[src/rtl/ltlf_trace_player_if.sv]
// Purpose: host + monitor signal bundle for ltlf_trace_player.
// Latency: n/a (wires only).
// Backpressure: none; host writes are dropped when the buffer is full or the player is busy.
// Ports (master = host/monitor side, slave = player side):
//   wr_en, wr_sym, clr_trace, start : host commands to the player
//   wr_full, len, busy              : buffer / player status
//   mon_rst, run, A, B              : stimulus to the LTLf monitor
//   report_in                       : monitor report back to the player
//   done, verdict                   : end-of-trace pulse and captured verdict
interface ltlf_trace_player_if #(
  parameter int AW = 4
);
  logic          wr_en;
  logic [1:0]    wr_sym;
  logic          clr_trace;
  logic          start;
  logic          wr_full;
  logic [AW:0]   len;
  logic          busy;
  logic          mon_rst;
  logic          run;
  logic          A;
  logic          B;
  logic          report_in;
  logic          done;
  logic          verdict;

  modport master (
    output wr_en, wr_sym, clr_trace, start, report_in,
    input  wr_full, len, busy, mon_rst, run, A, B, done, verdict
  );

  modport slave (
    input  wr_en, wr_sym, clr_trace, start, report_in,
    output wr_full, len, busy, mon_rst, run, A, B, done, verdict
  );
endinterface

[src/rtl/ltlf_trace_player.sv]
// Purpose: buffers a finite {A,B} trace, replays it into an LTLf monitor, captures the verdict.
// Latency: start -> first run cycle 2 cycles; start -> done count+3 cycles (1 cycle for empty trace).
// Backpressure: none; wr_en/clr_trace/start are ignored while busy, writes dropped when full.
// Ports: clk, rst (sync, active-high) plus bus (slave modport of ltlf_trace_player_if):
//   host side  wr_en/wr_sym/clr_trace/start in, wr_full/len/busy/done/verdict out
//   monitor    mon_rst/run/A/B out, report_in in
module ltlf_trace_player #(
  parameter int DEPTH = 16,
  parameter int AW    = 4
) (
  input  logic                  clk,
  input  logic                  rst,
  ltlf_trace_player_if.slave    bus
);

  typedef enum logic [2:0] {
    IDLE   = 3'd0,
    CLR    = 3'd1,
    PLAY   = 3'd2,
    SETTLE = 3'd3,
    FIN    = 3'd4
  } state_t;

  localparam logic [AW:0] ONE   = (AW+1)'(1);
  localparam logic [AW:0] FULLC = (AW+1)'(DEPTH);

  state_t          state;
  state_t          state_nxt;
  logic [1:0]      mem [DEPTH];
  logic [AW:0]     count;
  logic [AW-1:0]   rd_ptr;
  logic            verdict_q;
  logic            full;
  logic            last_sym;
  logic            do_wr;

  assign full     = (count == FULLC);
  assign last_sym = ({1'b0, rd_ptr} == (count - ONE));

  // start takes priority over clr_trace, which takes priority over wr_en.
  assign do_wr = (state == IDLE) && !bus.start && !bus.clr_trace && bus.wr_en && !full;

  // Next-state logic.
  always_comb begin
    state_nxt = state;
    case (state)
      IDLE:    if (bus.start) state_nxt = (count == '0) ? FIN : CLR;
      CLR:     state_nxt = PLAY;
      PLAY:    if (last_sym) state_nxt = SETTLE;
      SETTLE:  state_nxt = FIN;
      FIN:     state_nxt = IDLE;
      default: state_nxt = IDLE;
    endcase
  end

  // Outputs decode state/mem flops only, never the host inputs.
  always_comb begin
    bus.mon_rst = 1'b0;
    bus.run     = 1'b0;
    bus.A       = 1'b0;
    bus.B       = 1'b0;
    bus.done    = 1'b0;
    case (state)
      CLR:  bus.mon_rst = 1'b1;
      PLAY: begin
        bus.run = 1'b1;
        bus.A   = mem[rd_ptr][1];
        bus.B   = mem[rd_ptr][0];
      end
      FIN:  bus.done = 1'b1;
      default: ;
    endcase
  end

  assign bus.busy    = (state != IDLE);
  assign bus.len     = count;
  assign bus.wr_full = full;
  assign bus.verdict = verdict_q;

  always_ff @(posedge clk) begin
    if (rst) begin
      state     <= IDLE;
      count     <= '0;
      rd_ptr    <= '0;
      verdict_q <= 1'b0;
    end else begin
      state <= state_nxt;
      case (state)
        IDLE: begin
          if (bus.start) begin
            rd_ptr <= '0;
            // An empty trace has nothing to prove: it fails.
            if (count == '0) verdict_q <= 1'b0;
          end else if (bus.clr_trace) begin
            count <= '0;
          end else if (do_wr) begin
            count <= count + ONE;
          end
        end
        PLAY:    rd_ptr <= rd_ptr + 1'b1;
        // Monitor report is registered, so it reflects the last symbol during SETTLE.
        SETTLE:  verdict_q <= bus.report_in;
        default: ;
      endcase
    end
  end

  // Buffer storage carries no reset; contents are only read below count.
  always_ff @(posedge clk) begin
    if (do_wr) mem[count[AW-1:0]] <= bus.wr_sym;
  end

endmodule

[src/flat_wrapper.sv]
// flat-port wrapper written by rule: the top's interface ports become plain ports
module ltlf_trace_player_flat 
#(
  parameter int DEPTH = 16,
  parameter int AW    = 4
)
  (clk, rst, bus_wr_en, bus_wr_sym, bus_clr_trace, bus_start, bus_report_in, bus_wr_full, bus_len, bus_busy, bus_mon_rst, bus_run, bus_A, bus_B, bus_done, bus_verdict);
  ltlf_trace_player_if #(.AW(AW)) bus_i ();
  input  logic clk;
  input  logic rst;
  input wire logic [$bits(bus_i.wr_en)-1:0] bus_wr_en;
  input wire logic [$bits(bus_i.wr_sym)-1:0] bus_wr_sym;
  input wire logic [$bits(bus_i.clr_trace)-1:0] bus_clr_trace;
  input wire logic [$bits(bus_i.start)-1:0] bus_start;
  input wire logic [$bits(bus_i.report_in)-1:0] bus_report_in;
  output wire logic [$bits(bus_i.wr_full)-1:0] bus_wr_full;
  output wire logic [$bits(bus_i.len)-1:0] bus_len;
  output wire logic [$bits(bus_i.busy)-1:0] bus_busy;
  output wire logic [$bits(bus_i.mon_rst)-1:0] bus_mon_rst;
  output wire logic [$bits(bus_i.run)-1:0] bus_run;
  output wire logic [$bits(bus_i.A)-1:0] bus_A;
  output wire logic [$bits(bus_i.B)-1:0] bus_B;
  output wire logic [$bits(bus_i.done)-1:0] bus_done;
  output wire logic [$bits(bus_i.verdict)-1:0] bus_verdict;
  assign bus_i.wr_en = bus_wr_en;
  assign bus_i.wr_sym = bus_wr_sym;
  assign bus_i.clr_trace = bus_clr_trace;
  assign bus_i.start = bus_start;
  assign bus_i.report_in = bus_report_in;
  assign bus_wr_full = bus_i.wr_full;
  assign bus_len = bus_i.len;
  assign bus_busy = bus_i.busy;
  assign bus_mon_rst = bus_i.mon_rst;
  assign bus_run = bus_i.run;
  assign bus_A = bus_i.A;
  assign bus_B = bus_i.B;
  assign bus_done = bus_i.done;
  assign bus_verdict = bus_i.verdict;
  ltlf_trace_player #(.DEPTH(DEPTH), .AW(AW)) u_core (.clk(clk), .rst(rst), .bus(bus_i));
endmodule
[config.mk]
export PLATFORM = sky130hd
export DESIGN_NAME = ltlf_trace_player_flat
export DESIGN_NICKNAME = d
export VERILOG_FILES = /design/src/rtl/ltlf_trace_player_if.sv /design/src/rtl/ltlf_trace_player.sv /design/src/flat_wrapper.sv
export SDC_FILE = /design/constraint.sdc
export NUM_CORES = 1
export LEC_CHECK = 0
export BUFFER_PORTS_ARGS = -buffer_cell sky130_fd_sc_hd__buf_2
export CORE_ASPECT_RATIO = 1.1
export CORE_UTILIZATION = 58
export CTS_CLUSTER_SIZE = 12
export DETAILED_ROUTE_END_ITERATION = 16
export PLACE_DENSITY = 0.87
export REMOVE_ABC_BUFFERS = 1
export SYNTH_ARGS = -nofsm -noshare
export SYNTH_HDL_FRONTEND = slang
export SYNTH_SLANG_ARGS = --single-unit
[constraint.sdc]
create_clock -name clk -period 3.6 [get_ports clk]
set_clock_uncertainty 0.05 [all_clocks]
set_input_delay 0.72 -clock clk [delete_from_list [all_inputs] [get_ports clk]]
set_output_delay 0.72 -clock clk [all_outputs]
set_load 0.005 [all_outputs]
# --- Word level (Yosys, flattened, before mapping) ---
# Memory sizes are Yosys's and may differ from the RTL's. A register that Yosys moved wholly into a read port is not among the register bits.
# Index checks and enable logic that the tools add are counted.
word_totals:
  register_bits: 13
  latchBits: 0
  mem_bits_rw: 32
  mem_bits_ro: 0
  in_bits: 8
  output_inout_bits: 13
  wordCells: 55
  memories: 1
classes:
  addsub: 3
  multipliers: 0
  n_div: 0
  magnitude_cmp: 0
  n_eq_ne: 9
  shifts: 0
  mux: 20
  bitwise: 1
  reduce_logical: 17
memory_table:
  columns: ["memory", "depth", "width", "read_ports", "rd_clocked_by_memory_dff", "wr", "line", "source"]
  rows:
  - ["u_core.mem", 16, 2, 1, 1, 1, "ltlf_trace_player.sv:29", "logic [1:0] mem [DEPTH];"]
op_table:
  columns: ["op", "count"]
  rows:
  - ["$mux W4", 3]
  - ["$pmux W3 S4", 1]
  - ["$mux W5", 2]
  - ["$mux W1", 9]
  - ["$mux W3", 3]
  - ["$pmux W4 S2", 1]
  - ["$eq A3 B2 Y1 const B", 2]
  - ["$reduce_and A3 Y1", 2]
  - ["$reduce_bool A2 Y1", 3]
  - ["$add A5 B1 Y5 const B", 1]
  - ["$eq A4 B5 Y1", 1]
  - ["$eq A5 B5 Y1 const B", 1]
  - ["$logic_not A5 Y1", 1]
  - ["$sub A5 B1 Y5 const B", 1]
  - ["$add A4 B1 Y4 const B", 1]
  - ["$logic_and A1 B1 Y1", 4]
  - ["$ne A2 B2 Y1 const B", 2]
  - ["$reduce_and A2 Y1", 2]
  - ["$eq A3 B1 Y1 const B", 1]
  - ["$eq A3 B3 Y1 const B", 1]
  - ["$logic_not A1 Y1", 3]
  - ["$logic_not A3 Y1", 1]
  - ["$reduce_bool A3 Y1", 1]
  - ["$ne A2 B1 Y1 const B", 1]
  - ["other kinds (2)", 2]

# --- Logic depth before layout (Yosys ltp) ---
logic_depth:
  word_depth: 7
  mapped_depth: 7
  ltp_nobuf: 6

# --- Worst setup path before layout ---
# Ideal clock, no wire load.
synth_path:
  kind: "register -> register"
  from: "reg u_core.count[0] (netlist: u_core.bus.len[0])"
  to: "mem u_core.mem[0][0] (enable)"
  setup_ns: 0.310
  t_arrival_ns: 1.744
  required_time_ns: 3.240
  setup_slack_ns: 1.495
  stages_incl_launch_ff: 7
  n_path_buf: 1
  period_less_slack_ns: 2.105
  path_cell_list: "dfxtp_1 inv_1 ha_1 and4bb_2 and4bb_4 buf_2 nor2b_1"
synth_via:
  elab_chain_len: 5
synth_rtl:
  columns: ["element", "line", "source"]
  rows:
  - ["start: declaration", "ltlf_trace_player.sv:30", "logic [AW:0] count;"]
  - ["start signal: assignment", "ltlf_trace_player.sv:97", "count <= count + ONE;"]
  - ["$eq A5 B5 Y1", "ltlf_trace_player.sv:37", "assign full = (count == FULLC);"]
  - ["named net bus_wr_full", "flat_wrapper.sv:16", "output wire logic [$bits(bus_i.wr_full)-1:0] bus_wr_full;"]
  - ["$logic_not A1 Y1", "ltlf_trace_player.sv:41", "assign do_wr = (state == IDLE) && !bus.start && !bus.clr_trace && bus.wr_en && !full;"]
  - ["$logic_and A1 B1 Y1", "ltlf_trace_player.sv:41", null]
  - ["$mux W1", "ltlf_trace_player.sv:110", "if (do_wr) mem[count[AW-1:0]] <= bus.wr_sym;"]
  - ["$mux W1 (implied by the code)", "ltlf_trace_player.sv:110", null]
  - ["end: declaration", "ltlf_trace_player.sv:29", null]
# The timed path passes the listed nets, and every way through them passes these cells.

==> flow_summary.toml <==
[run_status]
status = "complete, no violations"

[timing]
maxSlewHeadroom = 0.438
finalSetupViolations = 0
fmax_mhz = 371
drv_slew = 0
fin_crit_ns = 2.70
finalHoldWorstSlack_ns = 0.439
rsz0062_at_grt = "no"
fin_ws_ns = 0.901
tightest_slew_ns = 0.842
hold_violations = 0
fin_crit_sh = 0.750
finalSetupTns_ns = 0

[place]
port_buffers = 20
dp_hpwl_mm = 2.85
dpl_worst_slack_ns = 1.21
placed_cells_incl_taps = 252
gp_congestion = 0.787

[clocking]
clkLatencyLatePin_ns = 0.29
clockBufferDepth = 2
cts-root-buf = "clkbuf_8"
cts_resized = 0
numCtsBuffers = 5
htree_num_levels = 2
clkTransAtPathRegs_ns = 0.08
cts_hold_buf = 0
cts.sinks = 49
post_cts_buffers = 0
cts_tree = "built"

[power]
power_leakage_nw = 0.904
p_per_area_nw_per_um2 = 392
switching_share = 0.223
p_clk_frac = 0.315
combPwrFrac = 0.066
ir_drop_mv = 0.329
pwr-share-seq = 0.618
p_total_uw = 988
power_switching_uw = 221
p_int_uw = 767

[yosys]
yosys.area.top_type_share = 0.415
synth-seq-cells = 49
synth-edff-count = 32
synth_cells = 191
synthMuxAreaShare = 0.0692
syn_area_um2 = 2310
synth_top_family_by_area = "simple AND/OR/NAND/NOR gates"
async_flop_share = 0
synth_area_leaders = "edfxtp_1 42%, dfxtp_1 15%, mux2i_1 6.9%"
yosys.area_share.adder = 0.0324
synthXorXnorAreaFrac = 0.0362
synthDistinctLibCells = 45
synth_warnings = 0
synth.avg_cell_area_um2 = 12.1
ys.flop_type = "edfxtp_1"
synth_top_area_cell = "edfxtp_1"
yosys.area_share.simple = 0.204
synth-seq-area-share = 0.562
synth_compound_area_frac = 0.0708

[global_routing]
grt_busiest_layer = "met2"
antenna_found_initial = 0
grt_pass1_vias = 1356
grtUsageTotal = 0.207
grt_max_degree = 20
grt_pass1_wl_mm = 6.61
overflow = 0
grt_util_met2 = 0.363
gr-usage-met3 = 0.0433
gr-usage-met1 = 0.256

[cells_and_area]
final_cell_mix = "32 x edfxtp_1, 20 x buf_2, 17 x dfxtp_1, 16 x mux2i_1, 12 x nand3_1"
layout.nets = 223
antenna_cells = 0
fill_cells = 288
final_layout_size_suffix_gt1_frac = 0.176
final_cells = 260
area_growth_pct = 9.03
layout.cells.most_common = "edfxtp_1"

[die]
die_h_um = 68.2
rows = 23
die_w_um = 62.2
initial_core_util = 0.618
io_pins = 21
fp.dieArea_um2 = 4250
coreArea_um2 = 3740

[detailed_routing]
drc = 0
drt_first_pass_iters = 4
routed_wl_mm = 4.11
wire_per_inst_um = 15.8
viasPerCell = 5.73
drt_iter0_markers = 35
num_vias = 1491
postRouteAntennaNets = 0

[setup_path]
worstPathMaxFanout = 16
reg2regPathDepth = 5
worstPathArrival_ns = 1.93
timing.rr.start = "u_core.bus.len[0]"
r2r_slack_ns = 1.27
critPathCaptureType = "output pin"
worst_ep_required_time_ns = 2.83
critPathLaunchType = "register"
r2r-end = "u_core.mem[0][0]"
worstSetupPathType = "register to output pin"

[min_path]
hold_end = "u_core.bus.verdict"
min_from = "u_core.bus.verdict"
hp-class = "register to register"
whs_path_depth = 2

[job]
max-cap-violations = 0
[cells in the mapped netlist (5+ instances only)]
library cell	n
a22oi_1	5
and3_1	7
and4b_1	8
ha_1	6
a21oi_1	9
mux2i_1	16
nand3_1	12
dfxtp_1	17
edfxtp_1	32
buf_2	5
nor2_1	8
nand2_1	9
[cells by family after synthesis]
group / count (synthesis)
AO/OA/AOI/OAI: 26
XOR/XNOR: 8
adder cells (fa/ha/maj): 6
buffers and inverters: 13
flip-flops: 49
multiplexers: 16
AND/OR/NAND/NOR: 73
[final cells by class]
class	count	area (µm²)	area share
clock buffer	6	72.6	0.0288
tap	50	62.6	0.0248
multi-input combinational	129	956	0.379
inverter	4	15.0	0.00595
timing repair buffer	20	100	0.0397
sequential	49	1300	0.516
clock inverter	2	15.0	0.00595
[critical path, stage by stage, from the launching register on]
cell and delay (ns):
dfxtp_1 0.88, mux2i_1 0.21, a22oi_1 0.18, nand3_1 0.09
o22ai_1 0.14, buf_2 0.13
[sequential cells by signal (all words and copies together), names as in the netlist, named ones only]
register and cells:
u_core.bus.len 5, u_core.bus.verdict 1, u_core.mem 32, u_core.rd_ptr 4
u_core.state 3
[metal layers]
metal / part of all wire / vias to the layer above
li1: - / 757
met5: 0 / -
met1: 0.46 / 703
met2: 0.50 / 26
met3: 0.032 / 5
met4: 0.010 / 0
[power by group through the flow]
stage / logic [mW] / registers, mW / clock network, mW
floorplan: 0.0394 / 0.622 / 0
global placement: 0.0629 / 0.624 / 0
detailed placement: 0.0641 / 0.624 / 0
CTS: 0.0652 / 0.611 / 0.317
global route: 0.0719 / 0.612 / 0.341
finish: 0.0655 / 0.611 / 0.311
[through the flow]
step / instance area (µm²) / utilization
6_report: 2520 / 0.674
4_1_cts: 2520 / 0.674
3_3_place_gp: 2430 / 0.651
3_5_place_dp: 2430 / 0.651
2_1_floorplan: 2270 / -
5_1_grt: 2520 / 0.674
[worst max-delay path by stage]
stage            end  slack [ns]  cells after the start
4_1_cts        bus_A        0.87                      5
3_3_place_gp   bus_A        1.23                      5
6_report       bus_A        0.90                      5
2_1_floorplan  bus_B        1.45                      4
3_5_place_dp   bus_A        1.21                      5
5_1_grt        bus_A        0.69                      5
No activity file was read; power rests on OpenSTA's default activity.
